## src/rtl/axilite_code_loader_pkg.sv

```systemverilog
// Shared constants for the code loader: filter register map, AXI response code, FSM encoding.
`ifndef AXILITE_CODE_LOADER_PKG_MACROS
`define AXILITE_CODE_LOADER_PKG_MACROS
`define CLOG2(x) $clog2(x)
`endif

package axilite_code_loader_pkg;
    localparam logic [3:0] OFF_STATUS    = 4'h0;
    localparam logic [3:0] OFF_CONTROL   = 4'h4;
    localparam logic [3:0] OFF_INST_LOW  = 4'h8;
    localparam logic [3:0] OFF_INST_HIGH = 4'hC;

    localparam logic [1:0] RESP_OKAY = 2'b00;

    localparam logic [2:0] S_IDLE     = 3'd0;
    localparam logic [2:0] S_STOP     = 3'd1;
    localparam logic [2:0] S_FETCH    = 3'd2;
    localparam logic [2:0] S_ROM_WAIT = 3'd3;
    localparam logic [2:0] S_WR_LOW   = 3'd4;
    localparam logic [2:0] S_WR_HIGH  = 3'd5;
    localparam logic [2:0] S_RUN      = 3'd6;
endpackage

```

## src/rtl/axilite_wr_engine.sv

```systemverilog
// Single AXI-Lite write: AW and W raised together, each dropped after its own ready,
// bready held until the response; ack pulses combinationally on the B handshake.
module axilite_wr_engine #(
    parameter int ADDR_W = 12
) (
    input  logic              clk,
    input  logic              rst,
    input  logic              req,
    input  logic [ADDR_W-1:0] addr,
    input  logic [31:0]       data,
    output logic              ack,
    output logic [1:0]        resp,
    output logic [ADDR_W-1:0] awaddr,
    output logic              awvalid,
    input  logic              awready,
    output logic [31:0]       wdata,
    output logic              wvalid,
    input  logic              wready,
    input  logic [1:0]        bresp,
    input  logic              bvalid,
    output logic              bready
);
    logic launch;

    // bready doubles as the "transaction outstanding" flag.
    assign launch = req && !bready;
    assign ack    = bready && bvalid;
    assign resp   = bresp;

    always_ff @(posedge clk) begin
        if (rst) begin
            awvalid <= 1'b0;
            wvalid  <= 1'b0;
            bready  <= 1'b0;
            awaddr  <= '0;
            wdata   <= '0;
        end else if (launch) begin
            awvalid <= 1'b1;
            wvalid  <= 1'b1;
            bready  <= 1'b1;
            awaddr  <= addr;
            wdata   <= data;
        end else begin
            if (awvalid && awready) awvalid <= 1'b0;
            if (wvalid && wready)   wvalid  <= 1'b0;
            if (bready && bvalid)   bready  <= 1'b0;
        end
    end
endmodule

```

## src/rtl/axilite_code_loader.sv

```systemverilog
// Boot-time BPF loader: stops the filter, writes each ROM instruction as LOW/HIGH halves, restarts it.
// Define STATUS_POLL_EN to poll the Status register (drop counter) while idle after a good load.
module axilite_code_loader
    import axilite_code_loader_pkg::*;
#(
    parameter int                        INST_MEM_DEPTH  = 512,
    parameter int                        AXI_ADDR_WIDTH  = 12,
    parameter logic [AXI_ADDR_WIDTH-1:0] BASE_ADDR       = '0,
    parameter int                        POLL_CYCLES     = 1024,
    localparam int                       CODE_ADDR_WIDTH = `CLOG2(INST_MEM_DEPTH)
) (
    input  logic                       clk,
    input  logic                       rst,
    input  logic                       start,
    input  logic [CODE_ADDR_WIDTH:0]   prog_len,
    output logic [CODE_ADDR_WIDTH-1:0] rom_addr,
    output logic                       rom_rd_en,
    input  logic [63:0]                rom_data,
    output logic [AXI_ADDR_WIDTH-1:0]  m_axi_awaddr,
    output logic [2:0]                 m_axi_awprot,
    output logic                       m_axi_awvalid,
    input  logic                       m_axi_awready,
    output logic [31:0]                m_axi_wdata,
    output logic [3:0]                 m_axi_wstrb,
    output logic                       m_axi_wvalid,
    input  logic                       m_axi_wready,
    input  logic [1:0]                 m_axi_bresp,
    input  logic                       m_axi_bvalid,
    output logic                       m_axi_bready,
    output logic [AXI_ADDR_WIDTH-1:0]  m_axi_araddr,
    output logic [2:0]                 m_axi_arprot,
    output logic                       m_axi_arvalid,
    input  logic                       m_axi_arready,
    input  logic [31:0]                m_axi_rdata,
    input  logic [1:0]                 m_axi_rresp,
    input  logic                       m_axi_rvalid,
    output logic                       m_axi_rready,
    output logic                       busy,
    output logic                       done,
    output logic                       err,
    output logic [15:0]                num_packets_dropped
);
    localparam int               LEN_W   = CODE_ADDR_WIDTH + 1;
    localparam logic [LEN_W-1:0] MAX_LEN = LEN_W'(INST_MEM_DEPTH);

    logic [2:0]                state;
    logic [LEN_W-1:0]          len, idx, idx_next;
    logic [63:0]               inst;
    logic                      wr_req, wr_ack;
    logic [1:0]                wr_resp;
    logic [AXI_ADDR_WIDTH-1:0] wr_addr;
    logic [31:0]               wr_data;
    logic                      rd_busy, rd_err;

    assign m_axi_awprot = 3'b000;
    assign m_axi_arprot = 3'b000;
    assign m_axi_wstrb  = 4'hF;
    assign m_axi_araddr = BASE_ADDR + AXI_ADDR_WIDTH'(OFF_STATUS);
    assign busy         = (state != S_IDLE);
    assign rom_rd_en    = (state == S_FETCH);
    assign rom_addr     = idx[CODE_ADDR_WIDTH-1:0];
    assign idx_next     = idx + 1'b1;

    always_comb begin
        wr_req  = 1'b0;
        wr_addr = BASE_ADDR + AXI_ADDR_WIDTH'(OFF_CONTROL);
        wr_data = 32'd0;
        case (state)
            S_STOP:    wr_req = !rd_busy;   // let an in-flight Status read drain first
            S_WR_LOW:  begin
                wr_req  = 1'b1;
                wr_addr = BASE_ADDR + AXI_ADDR_WIDTH'(OFF_INST_LOW);
                wr_data = inst[31:0];
            end
            S_WR_HIGH: begin
                wr_req  = 1'b1;
                wr_addr = BASE_ADDR + AXI_ADDR_WIDTH'(OFF_INST_HIGH);
                wr_data = inst[63:32];
            end
            S_RUN:     begin
                wr_req  = 1'b1;
                wr_data = 32'd1;
            end
            default:   ;
        endcase
    end

    axilite_wr_engine #(.ADDR_W(AXI_ADDR_WIDTH)) u_wr (
        .clk(clk), .rst(rst), .req(wr_req), .addr(wr_addr), .data(wr_data),
        .ack(wr_ack), .resp(wr_resp),
        .awaddr(m_axi_awaddr), .awvalid(m_axi_awvalid), .awready(m_axi_awready),
        .wdata(m_axi_wdata), .wvalid(m_axi_wvalid), .wready(m_axi_wready),
        .bresp(m_axi_bresp), .bvalid(m_axi_bvalid), .bready(m_axi_bready)
    );

    always_ff @(posedge clk) begin
        if (rst) begin
            state <= S_IDLE;
            len   <= '0;
            idx   <= '0;
            inst  <= '0;
            done  <= 1'b0;
            err   <= 1'b0;
        end else begin
            done <= 1'b0;
            // A failed write leaves the filter stopped: CONTROL=1 is never issued.
            if (wr_ack && wr_resp != RESP_OKAY) begin
                err   <= 1'b1;
                state <= S_IDLE;
            end else begin
                case (state)
                    S_IDLE: if (start) begin
                        len   <= (prog_len > MAX_LEN) ? MAX_LEN : prog_len;
                        idx   <= '0;
                        err   <= 1'b0;
                        state <= S_STOP;
                    end
                    S_STOP:     if (wr_ack) state <= (len == '0) ? S_RUN : S_FETCH;
                    S_FETCH:    state <= S_ROM_WAIT;
                    S_ROM_WAIT: begin
                        inst  <= rom_data;
                        state <= S_WR_LOW;
                    end
                    S_WR_LOW:   if (wr_ack) state <= S_WR_HIGH;
                    S_WR_HIGH:  if (wr_ack) begin
                        if (idx_next < len) begin
                            idx   <= idx_next;
                            state <= S_FETCH;
                        end else begin
                            state <= S_RUN;
                        end
                    end
                    S_RUN:      if (wr_ack) begin
                        done  <= 1'b1;
                        state <= S_IDLE;
                    end
                    default:    state <= S_IDLE;
                endcase
            end
            if (rd_err) err <= 1'b1;
        end
    end

`ifdef STATUS_POLL_EN
    localparam int PCNT_W = $clog2(POLL_CYCLES) + 1;

    logic [PCNT_W-1:0] poll_cnt;
    logic              loaded, ar_valid, r_ready;
    logic [15:0]       dropped;
    logic              unused_rd;

    always_ff @(posedge clk) begin
        if (rst) begin
            poll_cnt <= '0;
            loaded   <= 1'b0;
            ar_valid <= 1'b0;
            r_ready  <= 1'b0;
            dropped  <= '0;
        end else begin
            if (done) loaded <= 1'b1;
            if (ar_valid && m_axi_arready) ar_valid <= 1'b0;
            if (r_ready && m_axi_rvalid) begin
                r_ready <= 1'b0;
                if (m_axi_rresp == RESP_OKAY) dropped <= m_axi_rdata[15:0];
            end
            // A start in this cycle moves the FSM out of IDLE, so it beats a due poll.
            if (state == S_IDLE && loaded && !r_ready && !start) begin
                if (poll_cnt == PCNT_W'(POLL_CYCLES - 1)) begin
                    poll_cnt <= '0;
                    ar_valid <= 1'b1;
                    r_ready  <= 1'b1;
                end else begin
                    poll_cnt <= poll_cnt + 1'b1;
                end
            end else if (state != S_IDLE) begin
                poll_cnt <= '0;
            end
        end
    end

    assign rd_busy             = r_ready;
    assign rd_err              = r_ready && m_axi_rvalid && (m_axi_rresp != RESP_OKAY);
    assign m_axi_arvalid       = ar_valid;
    assign m_axi_rready        = r_ready;
    assign num_packets_dropped = dropped;
    assign unused_rd           = ^m_axi_rdata[31:16];
`else
    logic unused_rd;

    assign rd_busy             = 1'b0;
    assign rd_err              = 1'b0;
    assign m_axi_arvalid       = 1'b0;
    assign m_axi_rready        = 1'b0;
    assign num_packets_dropped = 16'd0;
    assign unused_rd           = ^{m_axi_arready, m_axi_rdata, m_axi_rresp, m_axi_rvalid, (POLL_CYCLES != 0)};
`endif
endmodule
```

## config.mk

```make
export PLATFORM = sky130hd
export DESIGN_NAME = axilite_code_loader
export DESIGN_NICKNAME = d
export VERILOG_FILES = /design/src/rtl/axilite_code_loader_pkg.sv /design/src/rtl/axilite_wr_engine.sv /design/src/rtl/axilite_code_loader.sv
export SDC_FILE = /design/constraint.sdc
export NUM_CORES = 1
export LEC_CHECK = 0
export BUFFER_PORTS_ARGS = -buffer_cell sky130_fd_sc_hd__buf_2
export CORE_UTILIZATION = 30
export DETAILED_ROUTE_END_ITERATION = 7
export SKIP_CTS_REPAIR_TIMING = 1
export SLEW_MARGIN = 25
export SYNTH_ARGS = -nofsm -noshare
export SYNTH_HDL_FRONTEND = slang
export SYNTH_HIERARCHICAL = 1
export SYNTH_SLANG_ARGS = --single-unit
```

## constraint.sdc

```tcl
create_clock -name clk -period 3.18 [get_ports clk]
set_input_delay 0.477 -clock clk [delete_from_list [all_inputs] [get_ports clk]]
set_output_delay 0.477 -clock clk [all_outputs]
set_load 0.02 [all_outputs]
```

==> flow_summary.toml, run 1 <==
[run_status]
run_status = "complete, but fails checks"
failed_checks = "design-rule violations"

[synth]
ys_seq_elements = 136
synth_cells = 808
synth_edf_count = 0
synth_ff_type = "dfxtp_1"
ys_seq_area_share_pct = 40.1
synthDistinctLibCells = 53
async_reset_ff_share_pct = 0
synth.avg_cell_area_sq_um = 8.41
yosysTopAreaCell = "dfxtp_1"
yosysWarnings = 6
synth_top_cell_area_share_pct = 40.1
synth_area_sq_mm = 0.00679
ys_top_cells_by_area = "dfxtp_1 (40%), nand2_1 (7.8%), nand4bb_1 (7.3%), buf_4 (6.2%), a21oi_1 (5.7%)"

[critical_path]
cp.required_ps = 3520
cp-start-kind = "flop"
crit_fanout = 12
end_kind = "flop"
worstSetupPathType = "reg2reg"
cp.arrival_ps = 3230

[cts]
clk_latency_ps = 420
max-clock-path-buffers = 2
cts-root-buf = "clkbuf_16"
cts.sinks = 136
cts_max_level = 4
cts-buffers-inserted = 17
clk_pin_slew_worst_paths_ps = 60
cts_tree = "yes"

[route]
viasPerCell = 4.63
vias = 5578
drc_errors = 9
ant_nets = 0
first_pass_iters = 8
wl_per_cell_microns = 15.0
routed_wl_microns = 18000
drt_first_iter_violations = 377

[sta]
rsz0062_at_grt = "false"
worst_pin_slew_ps = 707
min_period_over_period_pct = 90.8
finalSetupTns_ps = 0
finalHoldViolations = 0
drv_slew = 0
setup_viol = 0
finClkSkew_ps = 8.89
min_period_ps = 2890
relSlewSlack_pct = 52.6
fmax_mhz = 346

[die]
io_pins = 218
rows = 54
die_h_microns = 152
fp.dieArea_sq_mm = 0.0232
core_area_sq_mm = 0.0220
fp.dieW_microns = 152
start_util_pct = 30.8

[power_and_ir_drop]
p_clk_share_pct = 47.0
switching_share_pct = 26.7
seqPwrFrac_pct = 41.8
combPwrFrac_pct = 11.2
fin_total_pwr_mw = 4.21
p_leak_nw = 3.09
switchingPower_mw = 1.13
vdd_drop_max_mv = 0.263
power.density_mw_per_mm2 = 525
p_int_mw = 3.08

[grt]
grt_max_degree = 166
grt_pass1_vias = 4986
grt_use_total_pct = 15.6
grt_pass1_wl_microns = 28300
antenna_found_initial = 2
gr-total-overflow = 0

[final_layout]
fillers = 2341
final_cell_area_sq_mm = 0.00802
drive_gt1_share_pct = 21.8
num-nets-final = 1040
layout_commonest_cell = "nand2_1"
syn2layout_area_growth_pct = 18.0
fin_util_pct = 36.4
mostFrequentLayoutCells = "nand2_1 (142), buf_2 (140), dfxtp_1 (135)"

[placement]
dpl_cell_area_sq_mm = 0.00743
dp_hpwl_microns = 12100
gp_congestion = 0.836
portBuffers = 141

[job]
max_cap_violations = 0

[worst_hold_path]
hold_path_class = "in2reg"
power by group through the flow:
stage | clock (mW) | sequential, mW | combinational, mW
CTS | 2.04 | 1.76 | 0.473
floorplan | 0 | 1.81 | 0.375
detailed placement | 0 | 1.80 | 0.473
global route | 2.12 | 1.76 | 0.513
global placement | 0 | 1.80 | 0.473
finish | 1.98 | 1.76 | 0.472
worst max-delay path, cell delays in order (launching register included):
cell and delay [ps]:
dfxtp_1 450, ha_1 250, and3_1 240, nand3_1 110, xnor2_1 260, ha_1 280
and4_1 250, o2111ai_1 150, and3_1 500, nand4_1 140, a31oi_1 190
kinds of logic (layout without fill, tap and decap cells):
group                      count (synthesis)  count (layout)  synth area share (%)
muxes                                     32              32                  4.72
AOI/OAI and AO/OA                        161             161                  13.7
adders and majority gates                 10              10                  1.84
buffers and inverters                    127             195                  11.4
and+or+nand+nor                          333             333                  27.2
DFF                                      136             136                  40.1
xor gates and xnor gates                   7               7                 0.903
other                                      2              52                 0.111
per-layer routing:
| layer | global-route usage, % | share of wire (%) | wire (microns) | vias to the layer above |
|---|---|---|---|---|
| li1 | - | - | - | 2863 |
| met1 | 24.0 | 53 | 9580 | 2526 |
| met2 | 20.7 | 40 | 7280 | 173 |
| met3 | 3.75 | 5.2 | 935 | 16 |
| met4 | 5.34 | 1.3 | 229 | 0 |
| met5 | 0 | 0 | 0 | - |
through the flow:
step / std cells / worst slack [ps] / hold slack, ps
after floorplan: 856 / 774 / 436
after global placement: 1173 / 386 / 441
after detailed placement: 1173 / 343 / 446
after CTS: 1204 / 313 / 261
after global routing: 1206 / 3.76 / 269
final: 1206 / 294 / 279
synthesized netlist by cell type, types with 2 or more instances:
cell,n
a21oi_1,78
a22o_1,7
a31oi_1,4
a41o_1,2
and3_1,6
buf_2,23
buf_4,56
buf_6,7
clkbuf_1,22
clkbuf_2,3
conb_1,2
dfxtp_1,136
ha_1,10
inv_1,13
inv_2,2
mux2i_1,32
nand2_1,142
nand2b_1,48
nand3_1,11
nand4_1,8
nand4bb_1,44
nor2_1,47
nor2b_1,2
nor3_1,7
nor3_2,3
nor3b_1,2
nor4_1,3
o211ai_1,7
o21a_1,3
o21ai_0,5
o21ai_1,44
o21ai_2,3
xnor2_1,5
xor2_1,2
area by class of cell:
class	instances	area, sq um	share of cell area [%]
clock buffer	18	439	5.48
antenna	2	5.00	0.0624
multi-input combinational	593	3490	43.6
timing repair buffer	149	806	10.1
inverter	15	56.3	0.702
sequential	136	2720	34.0
tap	280	350	4.37
clock inverter	13	144	1.80
final timing paths:
path / cells after the start / start / to / slack, ps
worst max-delay path: 10 / idx[0] / idx[3] / 290
worst max register to register: 10 / idx[0] / idx[3] / 290
worst min register to register: 2 / inst[50] / inst[50] / 450
worst min-delay path: 2 / prog_len[0] / len[0] / 280
flip-flops by register name (all words and copies together) (netlist names):
signal	flops
len	10
inst	64
u_wr/bready	1
u_wr/awvalid	1
done	1
idx	10
err	1
u_wr/awaddr	12
u_wr/wdata	32
u_wr/wvalid	1
state	3
Note: power is estimated with default switching activity, not from simulation.
==> run 2, diff against run 1 <==
--- a/config.mk
+++ b/config.mk
@@ -12,5 +12,4 @@
 export SLEW_MARGIN = 25
 export SYNTH_ARGS = -nofsm -noshare
 export SYNTH_HDL_FRONTEND = slang
-export SYNTH_HIERARCHICAL = 1
 export SYNTH_SLANG_ARGS = --single-unit
==> run 2 against run 1 <==
The flow now finishes without violations. Clock skew grew 0.54 ps. Hold slack gained 9.1 ps. Via count shrank 12%. Final area shrank 13%. Critical path depth grew 1. Die area shrank 15%. Fmax shrank 1.4%. Total power grew 2.3%.
==> flow_summary.toml, run 2 <==
[final_layout]
reg_top3 = "inst (64), u_wr.wdata (32)"
layout_commonest_cell = "nand2_1"
top_register = "inst"
antenna_cells = 0
multi_input_area_sq_mm = 0.00271
largest_reg_flops = 64
num-nets-final = 916
regArea_sq_mm = 0.00252
fillers = 1941
syn2layout_area_growth_pct = 21.2
mostFrequentLayoutCells = "nand2_1 (137), buf_2 (130), dfxtp_1 (126)"
drive_gt1_share_pct = 22.6
final_cell_area_sq_mm = 0.00696

[sta]
min_period_over_period_pct = 92.1
relSlewSlack_pct = 51.5
fmax_mhz = 342
drv_slew = 0
worst_slack_ps = 253
finClkSkew_ps = 9.43
finalSetupTns_ps = 0
finalHoldViolations = 0
min_period_ps = 2930
setup_viol = 0
worst_pin_slew_ps = 727

[grt]
grt_pass1_vias = 4580
grt_max_degree = 65
grt_use_total_pct = 15.2
grt_pass1_wl_microns = 23600
gr-total-overflow = 0
antenna_found_initial = 1

[cts]
cts-root-buf = "clkbuf_16"
max-clock-path-buffers = 2
cts.sinks = 126
cts_max_level = 4
cts-buffers-inserted = 17
cts_tree = "yes"
clk_pin_slew_worst_paths_ps = 60
clk_latency_ps = 420

[synth]
synth.avg_cell_area_sq_um = 8.37
synthDistinctLibCells = 55
synth_top_cell_area_share_pct = 43.9
synth_edf_count = 0
synth_cells = 686
async_reset_ff_share_pct = 0
synth_common_cells = "nand2_1 (137), dfxtp_1 (126), a21oi_1 (79)"
yosysWarnings = 0
yosysMostFrequentCell = "nand2_1"
ys_seq_area_share_pct = 43.9
ys_seq_elements = 126
synth_area_sq_mm = 0.00574
yosysTopAreaCell = "dfxtp_1"
ys_top_cells_by_area = "dfxtp_1 (44%), nand2_1 (9.0%), buf_4 (7.7%), a21oi_1 (6.9%), a22o_1 (6.7%)"
synth_ff_type = "dfxtp_1"

[power_and_ir_drop]
vdd_drop_max_mv = 0.325
fin_total_pwr_mw = 4.31
power.density_mw_per_mm2 = 619
p_leak_nw = 2.84

[die]
fp.dieW_microns = 140
io_pins = 218
core_area_sq_mm = 0.0187
rows = 50
fp.dieArea_sq_mm = 0.0197
start_util_pct = 30.7
die_h_microns = 140

[route]
viasPerCell = 4.76
routed_wl_microns = 14700
wl_per_cell_microns = 14.2
drc_errors = 0
vias = 4922
first_pass_iters = 4
ant_nets = 0
drt_first_iter_violations = 208

[placement]
dp_hpwl_microns = 9410
dpl_cell_area_sq_mm = 0.00633
place_ws_ps = 224
gp_congestion = 0.816
portBuffers = 131

[critical_path]
worstSetupPathType = "reg2reg"
crit_fanout = 8
cp-start-kind = "flop"
cp_slowest_cell = "dfxtp_1"
worstPathCellList = "and3_1 > nand3_1 > nor3_1 > xor2_1 > ha_1 > and4_1 > o311ai_0 > nand3b_1 > nor4_4 > buf_4 > mux2_2"
cp.arrival_ps = 3280
cp_slowest_stage_delay_ps = 460
end_kind = "flop"
cp.required_ps = 3540

[run_status]
run_status = "finished clean"

[worst_hold_path]
hold_path_class = "in2reg"

[job]
max_cap_violations = 0
run 2: changes by cell type after synthesis, moves of 10 or more:
| cell | previous run | this run |
|---|---|---|
| nand4bb_1 | 44 | 0 |
| o21ai_1 | 44 | 0 |
| nand2b_1 | 48 | 5 |
| dfxtp_1 | 136 | 126 |
| a22oi_1 | 1 | 33 |
| mux2i_1 | 32 | 2 |
| a22o_1 | 7 | 44 |
run 2: power by group:
part	internal, mW	leakage, nW	total, mW	switching, mW
sequential	1.62	1.02	1.67	0.0517
combinational	0.171	1.52	0.578	0.407
clock	1.27	0.301	2.06	0.786
total	3.06	2.84	4.31	1.24
run 2: kinds of logic (layout without fill, tap and decap cells):
family / count (synthesis) / in the layout / synth area share [%]
buffers and inverters: 121 / 188 / 12.3
AO/OA/AOI/OAI: 186 / 186 / 21.9
XOR/XNOR: 8 / 8 / 1.22
AND/OR/NAND/NOR: 230 / 230 / 17.7
adder cells (fa/ha/maj): 10 / 10 / 2.18
multiplexers: 3 / 3 / 0.545
flip-flops: 126 / 126 / 43.9
other: 2 / 50 / 0.131
run 2: layout make-up:
| type | instances | area share (%) |
|---|---|---|
| inverters | 14 | 0.756 |
| repair buffers | 142 | 10.8 |
| clock inverters | 13 | 2.57 |
| well taps | 234 | 4.21 |
| clock buffers | 19 | 6.37 |
| flip-flops and latches | 126 | 36.3 |
| multi-input cells | 487 | 39.0 |
run 2: path summary, 6_finish.rpt:
path / start / end / slack (ps) / cells past startpoint
setup / recovery: idx[4] / idx[0] / 250 / 11
hold / removal: prog_len[3] / len[3] / 290 / 2
setup reg to reg: idx[4] / idx[0] / 250 / 11
hold reg to reg: inst[20] / inst[20] / 450 / 2
run 2: through the flow:
stage | utilization, % | std cells | hold slack [ps]
final | 37.2 | 1035 | 289
after global routing | 37.2 | 1035 | 281
after CTS | 37.1 | 1034 | 272
after detailed placement | 33.8 | 1002 | 446
after global placement | 33.8 | 1002 | 443
after floorplan | - | 734 | 433
run 2: worst max-delay path, delay by kind of cell (launching register included):
kind	cells	cell delay [ps]
buf+inv	1	190
flops	1	460
compound gates	1	90
mux	1	150
fa+ha+maj	1	290
simple gates	6	1460
xor+xnor	1	230
run 2: layer usage:
metal	GRT usage (%)	routed length, microns	vias to the layer above
met2	24.5	6840	137
li1	-	-	2474
met4	4.68	158	2
met3	5.71	1060	13
met1	18.6	6670	2296
met5	0	9	-
==> run 3, diff against run 2 <==
--- a/config.mk
+++ b/config.mk
@@ -6,8 +6,12 @@
 export NUM_CORES = 1
 export LEC_CHECK = 0
 export BUFFER_PORTS_ARGS = -buffer_cell sky130_fd_sc_hd__buf_2
-export CORE_UTILIZATION = 30
+export CELL_PAD_IN_SITES_DETAIL_PLACEMENT = 2
+export CELL_PAD_IN_SITES_GLOBAL_PLACEMENT = 2
+export CORE_UTILIZATION = 27
+export CTS_CLUSTER_DIAMETER = 60
 export DETAILED_ROUTE_END_ITERATION = 7
+export PLACE_DENSITY_LB_ADDON = 0.1
 export SKIP_CTS_REPAIR_TIMING = 1
 export SLEW_MARGIN = 25
 export SYNTH_ARGS = -nofsm -noshare
==> constraint.sdc (replaced) <==
create_clock -name clk -period 3.18 [get_ports clk]
set_input_delay 0.159 -clock clk [delete_from_list [all_inputs] [get_ports clk]]
set_output_delay 0.159 -clock clk [all_outputs]
set_load 0.02 [all_outputs]
==> run 3 against run 2 <==
The flow now finishes with violations (negative hold slack). Combinational power grew 13%. Critical path type unchanged. Global-route usage up 2.2 points. Total power fell by 0.75%. Largest power group unchanged. Routed wire length increased by 31%. Via count rose by 8.5%. Flip-flop and latch count unchanged. Utilization fell by 0.97 points. Sequential power is essentially flat.
==> flow_summary.toml, run 3 (synthesis results as in run 2) <==
[power_and_ir_drop]
p_leak_nw = 3.01
vdd_drop_max_mv = 0.308
power.density_mw_per_mm2 = 574
fin_total_pwr_mw = 4.27

[die]
core_area_sq_mm = 0.0206
fp.dieArea_sq_mm = 0.0218
start_util_pct = 27.9
fp.dieW_microns = 148
rows = 52
io_pins = 218
die_h_microns = 148

[run_status]
failed_checks = "negative hold slack"
run_status = "complete, but fails checks"

[cts]
clk_latency_ps = 420
cts.sinks = 126
cts_tree = "yes"
clk_pin_slew_worst_paths_ps = 60
max-clock-path-buffers = 2
cts-buffers-inserted = 17
cts-root-buf = "clkbuf_16"
cts_max_level = 4

[route]
ant_nets = 0
drt_first_iter_violations = 128
vias = 5340
drc_errors = 0
first_pass_iters = 4
routed_wl_microns = 19300
wl_per_cell_microns = 17.3
viasPerCell = 4.78

[critical_path]
cp_slowest_cell = "dfxtp_1"
cp_slowest_stage_delay_ps = 430
cp.required_ps = 3540
startpoint = "idx[0]"
worstSetupPathType = "reg2reg"
crit_top_cell = "buf_4"
worstPathCellList = "ha_2 > and3_1 > nand2_1 > nor2_1 > xnor2_1 > ha_1 > and4_1 > o311ai_0 > nand3b_1 > buf_4 > nor4_4 > buf_4 > mux2_2"
r2r_end = "idx[0]"
cp-start-kind = "flop"
end_kind = "flop"
r2r_start = "idx[0]"
reg2reg_depth = 13
reg2reg_slack_ps = 190
crit_fanout = 7
cp.arrival_ps = 3350

[final_layout]
fin_cells = 1118
fillers = 2362
mostFrequentLayoutCells = "nand2_1 (137), buf_2 (130), dfxtp_1 (125)"
fin_util_pct = 36.2
largest_reg_flops = 64
syn2layout_area_growth_pct = 29.7
reg_top3 = "inst (64), u_wr.wdata (32)"
top_register = "inst"
layout_commonest_cell = "nand2_1"
num-nets-final = 961
drive_gt1_share_pct = 22.3

[sta]
min_period_ps = 2990
drv_slew = 0
worst_pin_slew_ps = 799
min_period_over_period_pct = 94.1
finalSetupTns_ps = 0
rsz0062_at_grt = "false"
whs_ps = -20.9
fmax_mhz = 334
finClkSkew_ps = 12.2
finalHoldViolations = 7
relSlewSlack_pct = 46.7
setup_viol = 0

[grt]
use_met1_pct = 19.5
grt_pass1_wl_microns = 29300
grt_use_met2_pct = 30.6
antenna_found_initial = 3
grt_max_degree = 102
grt_pass1_vias = 5436
gr-total-overflow = 0
grt_use_total_pct = 17.4
top_usage_layer = "met2"
met3_usage_pct = 5.93

[worst_hold_path]
hold_end = "inst[12]"
hold_start = "rom_data[12]"
min_path_cells = 3
hold_path_class = "in2reg"

[placement]
gp_congestion = 0.836
dp.cells = 1039
portBuffers = 131
dp_hpwl_microns = 12600

[job]
max_cap_violations = 0
==> run 3: cell types whose count changed in the layout (fill, tap and decap cells not counted), sizes merged <==
cell         before  now
dlygate4sd3       0   44
buf             142  143
bufinv            3    2
clkbuf           19   17
diode             0    2
clkinv            5    7
clkinvlp          1    3
inv              18   17
==> run 3: worst max-delay path by stage <==
stage | to | slack, ps
2_1_floorplan | idx[2] | 580
3_3_place_gp | idx[0] | 240
3_5_place_dp | idx[0] | 70
4_1_cts | idx[0] | 8
5_1_grt | idx[7] | 30
6_report | idx[0] | 190
==> run 3: critical path, delay by kind of cell (launching register included) <==
kind	cells	cell delay (ps)
mux	1	150
flops	1	430
simple gates	6	1040
fa+ha+maj	2	610
buf+inv	2	380
xor+xnor	1	220
compound gates	1	110
==> run 3: report_power, final <==
group	internal [mW]	leakage [nW]	total [mW]	switching, mW
logic	0.208	1.71	0.652	0.444
registers	1.62	1.02	1.67	0.0535
clock network	1.16	0.281	1.95	0.788
total	2.99	3.01	4.27	1.29
==> run 3: layout make-up <==
| cell class | count | area, sq um | share of cell area, % |
|---|---|---|---|
| Antenna cell | 2 | 5.00 | 0.0672 |
| Clock buffer | 17 | 425 | 5.71 |
| Clock inverter | 15 | 163 | 2.18 |
| Inverter | 14 | 52.6 | 0.706 |
| Multi-Input combinational cell | 487 | 2730 | 36.7 |
| Sequential cell | 126 | 2520 | 33.9 |
| Tap cell | 270 | 338 | 4.54 |
| Timing Repair Buffer | 187 | 1200 | 16.2 |
==> run 3: metal layers <==
metal  up-vias  part of all wire, %  routed length (microns)
li1       2563                    -                        -
met1      2632                   42                     8070
met2       119                   51                     9930
met3        22                  5.4                     1040
met4         4                  1.4                      272
met5         -                 0.16                       31
==> run 3: per-stage QoR <==
step / setup WS [ps] / instance area [sq um]
floorplan: 581 / 5920
global placement: 245 / 6380
detailed placement: 65.0 / 6380
CTS: 7.76 / 6970
global route: 33.7 / 7440
finish: 189 / 7440
